## config.mk

```make
export PLATFORM = sky130hd
export DESIGN_NAME = key_arbiter
export DESIGN_NICKNAME = d
export VERILOG_FILES = /design/src/rtl/key_arbiter.sv
export SDC_FILE = /design/constraint.sdc
export NUM_CORES = 1
export LEC_CHECK = 0
export ABC_CLOCK_PERIOD_IN_PS = 4430
export BUFFER_PORTS_ARGS = -buffer_cell sky130_fd_sc_hd__buf_2
export CORE_ASPECT_RATIO = 0.7
export CORE_UTILIZATION = 59
export CTS_CLUSTER_DIAMETER = 40
export DETAILED_ROUTE_END_ITERATION = 8
export PLACE_DENSITY_LB_ADDON = 0.3
export SYNTH_ARGS = -nofsm -noshare
export SYNTH_HDL_FRONTEND = slang
export SYNTH_SLANG_ARGS = --single-unit
```

## constraint.sdc

```tcl
create_clock -name Clk -period 4.43 [get_ports Clk]
set_input_delay 0.443 -clock Clk [delete_from_list [all_inputs] [get_ports Clk]]
set_output_delay 0.443 -clock Clk [all_outputs]
set_load 0.005 [all_outputs]
```

## src/rtl/key_arbiter.sv

```systemverilog
// Arbitrates four HID key slots into one WASD direction code, with hold-off preemption and a space-bar pause toggle.
// Latency: outputs update on the Clk edge where frame_tick=1 and are visible 1 Clk after that tick.
// Backpressure: none; state only advances on frame_tick and holds on all other edges.
module key_arbiter #(
    parameter int unsigned HOLD_FRAMES = 4
) (
    input  logic       Clk,
    input  logic       Reset,
    input  logic       frame_tick,
    input  logic [7:0] keycode0,
    input  logic [7:0] keycode1,
    input  logic [7:0] keycode2,
    input  logic [7:0] keycode3,
    output logic [7:0] keycode_out,
    output logic [1:0] owner,
    output logic       owner_valid,
    output logic       paused,
    output logic       change_pulse
);

    localparam logic [7:0] KC_W     = 8'h1A;
    localparam logic [7:0] KC_S     = 8'h16;
    localparam logic [7:0] KC_A     = 8'h04;
    localparam logic [7:0] KC_D     = 8'h07;
    localparam logic [7:0] KC_PAUSE = 8'h2C;
    localparam logic [7:0] HOLD_LD  = 8'(HOLD_FRAMES);

    typedef enum logic [1:0] {S_IDLE, S_OWN, S_PAUSED} state_t;

    state_t      state_q, state_d;
    logic [7:0]  prev_q [4];
    logic [7:0]  kc_q, kc_d;
    logic [1:0]  owner_q, owner_d;
    logic [3:0]  pend_q, pend_d;
    logic [7:0]  hold_q, hold_d;
    logic        change_q, change_d;

    logic [7:0]  slot [4];
    logic [3:0]  dir;
    logic [3:0]  new_press;
    logic [3:0]  pend_upd;
    logic        pause_now, pause_prev;
    logic [1:0]  first_dir, first_pend;

    assign slot[0] = keycode0;
    assign slot[1] = keycode1;
    assign slot[2] = keycode2;
    assign slot[3] = keycode3;

    // Per-slot decode: direction codes, new presses, pause edge, and lowest-index picks.
    always_comb begin
        pause_now  = 1'b0;
        pause_prev = 1'b0;
        dir        = '0;
        new_press  = '0;
        first_dir  = 2'd0;
        for (int i = 0; i < 4; i++) begin
            dir[i]       = (slot[i] == KC_W) || (slot[i] == KC_S) ||
                           (slot[i] == KC_A) || (slot[i] == KC_D);
            new_press[i] = dir[i] && (slot[i] != prev_q[i]);
            pause_now    = pause_now  || (slot[i]   == KC_PAUSE);
            pause_prev   = pause_prev || (prev_q[i] == KC_PAUSE);
        end
        // Pending bits only accumulate for non-owner slots and drop when the key leaves.
        pend_upd = (pend_q | (new_press & ~(4'b0001 << owner_q))) & dir;
        first_pend = 2'd0;
        for (int i = 3; i >= 0; i--) begin
            if (dir[i])      first_dir  = 2'(i);
            if (pend_upd[i]) first_pend = 2'(i);
        end
    end

    // Next-state and output selection; everything holds unless frame_tick is high.
    always_comb begin
        state_d  = state_q;
        kc_d     = kc_q;
        owner_d  = owner_q;
        pend_d   = pend_q;
        hold_d   = hold_q;
        change_d = 1'b0;
        if (frame_tick) begin
            if (pause_now && !pause_prev) begin
                // Pause toggle overrides any direction activity on this tick.
                state_d = (state_q == S_PAUSED) ? S_IDLE : S_PAUSED;
                kc_d    = 8'h00;
                pend_d  = '0;
            end else begin
                unique case (state_q)
                    S_IDLE, S_OWN: begin
                        if (state_q == S_OWN && slot[owner_q] == kc_q) begin
                            if (hold_q == 8'h00 && pend_upd != 4'b0000) begin
                                owner_d = first_pend;
                                kc_d    = slot[first_pend];
                                hold_d  = HOLD_LD;
                                pend_d  = '0;
                            end else begin
                                pend_d  = pend_upd;
                                hold_d  = (hold_q == 8'h00) ? 8'h00 : hold_q - 8'h01;
                            end
                        end else if (dir != 4'b0000) begin
                            // Fresh acquisition from IDLE, or owner released/changed.
                            state_d = S_OWN;
                            owner_d = first_dir;
                            kc_d    = slot[first_dir];
                            hold_d  = HOLD_LD;
                            pend_d  = '0;
                        end else begin
                            state_d = S_IDLE;
                            kc_d    = 8'h00;
                            pend_d  = '0;
                        end
                    end
                    default: begin
                        kc_d = 8'h00;
                    end
                endcase
            end
            change_d = (kc_d != kc_q);
        end
    end

    // State registers with asynchronous clear; prev slots sample on every tick.
    always_ff @(posedge Clk or posedge Reset) begin
        if (Reset) begin
            state_q  <= S_IDLE;
            kc_q     <= 8'h00;
            owner_q  <= 2'd0;
            pend_q   <= '0;
            hold_q   <= 8'h00;
            change_q <= 1'b0;
            for (int i = 0; i < 4; i++) prev_q[i] <= 8'h00;
        end else begin
            state_q  <= state_d;
            kc_q     <= kc_d;
            owner_q  <= owner_d;
            pend_q   <= pend_d;
            hold_q   <= hold_d;
            change_q <= change_d;
            if (frame_tick) begin
                for (int i = 0; i < 4; i++) prev_q[i] <= slot[i];
            end
        end
    end

    assign keycode_out  = kc_q;
    assign owner        = owner_q;
    assign owner_valid  = (state_q == S_OWN);
    assign paused       = (state_q == S_PAUSED);
    assign change_pulse = change_q;

endmodule

```

* Word level (Yosys, flattened, before mapping)
Index checks and enable logic that the tools add are counted.
Operators by class: bitwise logic cells 8, equal/unequal tests 34, order comparisons 3, $add $sub $neg 1, shift-type cells 1, mux-type cells 40, reductions and logical operators 37
Operator list (count):
- two-way mux 8 bit | 16
- == test 8 x 3 -> 1 bit (second input constant) | 8
- == test 8 x 5 -> 1 bit (second input constant) | 8
- == test 8 x 6 -> 1 bit (second input constant) | 8
- binary-select mux 8 bit (select 2 bit) | 3
- != test 8 bit | 5
- two-way mux 2 bit | 15
- logical OR 1 bit | 18
- two-way mux 4 bit | 4
- greater-or-equal comparator 3 bit (second input constant) | 3
- NOT 2 -> 3 bit | 3
- bitwise AND 4 bit | 2
- == test 8 bit | 1
- zero test 8 bit | 1
- nonzero test 4 bit | 2
- subtractor 8 x 1 -> 8 bit (second input constant) | 1
- logical AND 1 bit | 7
- AND reduction 5 bit | 1
- NOT 4 bit | 1
- OR 4 bit | 1
- AND reduction 4 bit | 1
- nonzero test 2 bit | 2
- << shifter 1 x 2 -> 4 bit (first input constant) | 1
- AND reduction 3 bit | 1
- other kinds (10) | 11
Storage, ports and cells: register bits after elaboration 57, input bits 35, output and inout bits 13

* Depth between registers and ports, before layout
word-level depth 23, gate-level depth with buffers 12, gate-level depth less buffers 10

* Worst setup path before layout
Ideal clock, no wire load.
path type in2reg, start input keycode0[3], end register change_q (netlist: change_pulse), library setup time 129 ps, stages 12, data arrival time 3104 ps, data required time 4301 ps, slack 1197 ps, cells stage by stage buf_2 mux4_1 xnor2_1 nand2_1 or4_1 buf_2 a211oi_2 o31a_1 o211ai_2 xor2_1 o2111ai_1 o41a_1
On the way: cells in the longest elaborated chain, start to end 20, elaborated cells between the ends (all ways) 43
RTL lines:
- start: declaration | line 10 | input logic [7:0] keycode0,
- == test 8 x 5 -> 1 bit | line 58 | dir[i] = (slot[i] == KC_W) || (slot[i] == KC_S) ||
- logical OR 1 bit (2 in series) | line 58
- logical OR 1 bit | line 59 | (slot[i] == KC_A) || (slot[i] == KC_D);
- logical AND 1 bit | line 60 | new_press[i] = dir[i] && (slot[i] != prev_q[i]);
- bitwise AND 4 bit | line 65 | pend_upd = (pend_q | (new_press & ~(4'b0001 << owner_q))) & dir;
- OR 4 bit | line 65
- bitwise AND 4 bit | line 65
- two-way mux 2 bit | line 69 | if (pend_upd[i]) first_pend = 2'(i);
- [4 not listed]
- two-way mux 8 bit | line 91 | if (hold_q == 8'h00 && pend_upd != 4'b0000) begin
- two-way mux 8 bit | line 90 | if (state_q == S_OWN && slot[owner_q] == kc_q) begin
- two-way mux 8 bit | line 88 | unique case (state_q)
- two-way mux 8 bit (*) | line 82 | if (pause_now && !pause_prev) begin
- two-way mux 8 bit (*) | line 81 | if (frame_tick) begin
- != test 8 bit (*) | line 118 | change_d = (kc_d != kc_q);
- two-way mux 1 bit (*) | line 81
- named net change_d | line 36 | logic change_q, change_d;
- end signal: assignment | line 138 | change_q <= change_d;
- end: declaration | line 36
The timed path passes the listed nets; every way through them passes the cells marked *. The select of a mux whose other input is x is not followed. A chain may end at the register's enable or synchronous reset.

* Worst setup path in the final report
start register owner_q[0] (netlist: owner[0]), end register change_q (netlist: change_pulse)
On the way: cells in the longest elaborated chain, start to end 20, elaborated cells between the ends (all ways) 28
RTL lines:
- start: declaration | line 33 | logic [1:0] owner_q, owner_d;
- start signal: assignment | line 135 | owner_q <= owner_d;
- << shifter 1 x 2 -> 4 bit | line 65
- NOT 4 bit | line 65
- bitwise AND 4 bit | line 65
- OR 4 bit | line 65
- bitwise AND 4 bit | line 65
- two-way mux 2 bit (4 in series) | line 69
- NOT 2 -> 3 bit (not written as such) | line 93 | kc_d = slot[first_pend];
- binary-select mux 8 bit (select 2 bit) | line 93
- two-way mux 8 bit (not written as such) (2 in series) | line 93
- two-way mux 8 bit | line 91
- two-way mux 8 bit (*) | line 90
- two-way mux 8 bit (*) | line 88
- two-way mux 8 bit (*) | line 82
- two-way mux 8 bit (*) | line 81
- != test 8 bit (*) | line 118
- two-way mux 1 bit (*) | line 81
- named net change_d | line 36
Marked as above.

==> key figures <==
Die
  – Full die area: 7330 um2
  – Die height: around 72 um
  – Row cnt: 25
  – Starting Density: 61.0%
  – Chip Width: 102 um
  – Core area: between 6000 and 7000 um2
  – IO Pins: 48

Routing
  – Antenna Violating Nets Remaining: 0
  – Iter 0 DRT Violations: 365
  – DR pass1 iterations: 5
  – Wire per inst: 20.4 um
  – Routed vias: 3663
  – Detailed Route WL: 11.3 mm
  – DRC: 0
  – DR vias/cell: 6.60

GRT
  – Largest net degree at the start of global routing: 58
  – All-Layer GR Usage: 33.3%
  – First-pass GRT wire length: 18.3 mm
  – Initial antenna violation count: 0
  – Final global-route overflow total: 0
  – Vias in the first global route: 3457

Final layout
  – Post-layout net count: 494
  – Commonest non-fill, non-tap cells in the layout: dfrtp_1 (57), buf_2 (47), mux2_2 (37)
  – Area grow syn2layout: 10.7%
  – Fillers: roughly 570
  – Antenna cells: 0
  – Multi-input logic area: about 2500 um2
  – Commonest non-fill, non-tap cell in the layout: dfrtp_1
  – Register area: between 1000 and 1500 um2
  – Share of cells above drive strength 1: 25.8%

Critical path
  – Worst R2R Setup Slack: 0.56 ns
  – CP max stage cell: or4_1
  – Worst setup EP type: register
  – FF-to-FF path depth: 10
  – Worst R2R End: change_pulse$_DFF_PP0_
  – Crit start category: register
  – WP data required: 4.65 ns
  – Kind of critical path: reg2reg
  – Max incr delay on CP: ~0.74 ns
  – Crit path cell chain: mux4_1, xnor2_1, nand2_1, or4_1, a211oi_2, o31a_1, o211ai_2, xor2_1, o2111ai_1, o41a_1
  – Critical R2R Launch: owner[0]$_DFFE_PP0P_
  – Worst Path Arrival: 4.08 ns
  – CP Max Fanout: 14

Clock network
  – Clk buf depth: 2
  – CTS Root Cell: clkbuf_8
  – Clock transition at the registers of the reported paths: 0.07 ns
  – Insertion delay to the later sink of the worst-skew pair: around 0.34 ns
  – Postcts setup bufs: 0
  – Cts hold-fix bufs: 0
  – CTS tree: done
  – Number of gates resized after cts: 0
  – Clock sinks: 57
  – H-Tree Depth: 3
  – Clock buffer count from CTS: 9

Power
  – Leakage power: 1.91 nW
  – Peak supply drop: between 0.00015 and 0.0002 V
  – Pwr dens: ~340 nW/um2

Synthesis
  – Area contributors post-synth: dfrtp_1 (35%), mux2_2 (10%), xor2_1 (6.4%)
  – Async SR Flop Fraction: 100%
  – Avg Synthesized Cell Area: 9.77 um2
  – Synth Flop Type: dfrtp_1
  – Synthesized Nets: 459
  – Synth Register Bits: 57
  – Largest area contributor in the synthesized netlist: dfrtp_1
  – Seq/Total Area, Yosys: 34.6%
  – Synth warn: 0
  – Share of the synthesized area in the top cell type: 34.6%
  – Cells after Synth: ~420
  – Syn Std Cell Area: roughly 4000 um2
  – Count of cell types in the netlist: 65
  – Number of synthesized flops with an enable pin: 0

STA
  – Period Utilization, post-route: 87.3%
  – Endpoints failing hold: 0
  – Slew margin rel.: 44.2%
  – Minimum clock period: 3.87 ns
  – Worst Tran Pin Value: 0.834 ns
  – Clock skew: 0.00532 ns
  – Setup violations, final: 0
  – RSZ-0062 raised after global routing: false
  – Final TNS setup: 0 ns
  – Slew Viols, Final: 0
  – Post-route setup slack: 0.564 ns
  – Fmax: 0.259 GHz

Place
  – Dpl ws: 0.604 ns
  – # port buffers: between 40 and 50
  – Hpwl dp: between 8 and 9 mm
  – Gp weighted congestion: 0.952

Min path
  – Hold Crit Class: in2async

Run status
  – Status: finished clean

Job
  – Max Cap Viol: 0
## power by group
group	total [W]	internal, W	switching (W)	leakage (nW)
Combinational	0.000413	0.000203	0.000210	1.10
Sequential	0.000645	0.000566	0.0000786	0.713
Clock	0.000498	0.000286	0.000212	0.102
Total	0.00156	0.00106	0.000501	1.91
## routing by layer
layer,global-route usage [%],up-vias,routed length (um)
li1,-,1637,-
met1,47.4,1795,4860
met3,11.8,17,1260
met4,9.52,0,162
met2,48.2,214,5020
met5,0,-,0
## stage by stage
stage               cell area, um2  hold WS [ns]  cells  utilization, %  power [W]
floorplan                     4120         0.445    422               -   0.000958
global placement              4370         0.462    540            64.6    0.00104
detailed placement            4370         0.479    540            64.6    0.00106
CTS                           4560         0.329    555            67.5    0.00156
global route                  4560         0.354    555            67.5    0.00163
finish                        4560         0.288    555            67.5    0.00156
## worst max-delay path: cells and delay by family (launching register included)
family | cells | cell delay [ns]
mux | 1 | 0.66
flops | 1 | 0.73
compound gates | 5 | 1.18
xor+xnor | 2 | 0.34
simple gates | 2 | 0.83
## Yosys cell counts, types with 6 or more instances
cell type,count
dfrtp_1,57
mux2_2,37
nand2_1,32
xor2_1,30
o21ai_0,28
nor2_1,23
xnor2_1,17
buf_2,13
nor3_1,13
a31oi_1,11
inv_1,11
a21oi_1,8
clkbuf_1,7
mux4_2,7
nor4b_1,7
and2_1,6
mux2i_1,6
nor4bb_1,6
## worst max-delay path by stage
stage / slack [ns] / startpoint / to
CTS: 0.60 / owner[0]$_DFFE_PP0P_ / change_pulse$_DFF_PP0_
detailed placement: 0.60 / owner[0]$_DFFE_PP0P_ / change_pulse$_DFF_PP0_
global placement: 0.83 / owner[0]$_DFFE_PP0P_ / change_pulse$_DFF_PP0_
global route: 0.31 / owner[0]$_DFFE_PP0P_ / change_pulse$_DFF_PP0_
finish: 0.56 / owner[0]$_DFFE_PP0P_ / change_pulse$_DFF_PP0_
floorplan: 1.20 / keycode0[3] / change_pulse$_DFF_PP0_
## sequential cells by signal, indices dropped and copies added, names as in the netlist
name          cells
change_pulse      1
hold_q            8
owner             2
keycode_out       8
prev_q           32
pend_q            4
state_q           2
## final cells by class
cell class,instances,area share (%)
inverters,11,0.905
clock inverters,3,0.878
repair buffers,50,5.65
clock buffers,12,3.40
multi-input cells,328,55.3
flip-flops and latches,57,31.3
well taps,94,2.58
## cells by family (layout without fill, tap and decap cells)
kind of cell	count (synthesis)	in the layout	synth area share, %
flip-flops	57	57	34.6
multiplexers	51	51	16.0
adder cells (fa/ha/maj)	2	2	0.607
AND/OR/NAND/NOR	130	130	17.9
AO/OA/AOI/OAI	98	98	16.7
XOR/XNOR	47	47	9.99
buffers and inverters	37	76	4.16
No activity file was read; power rests on OpenSTA's default activity.
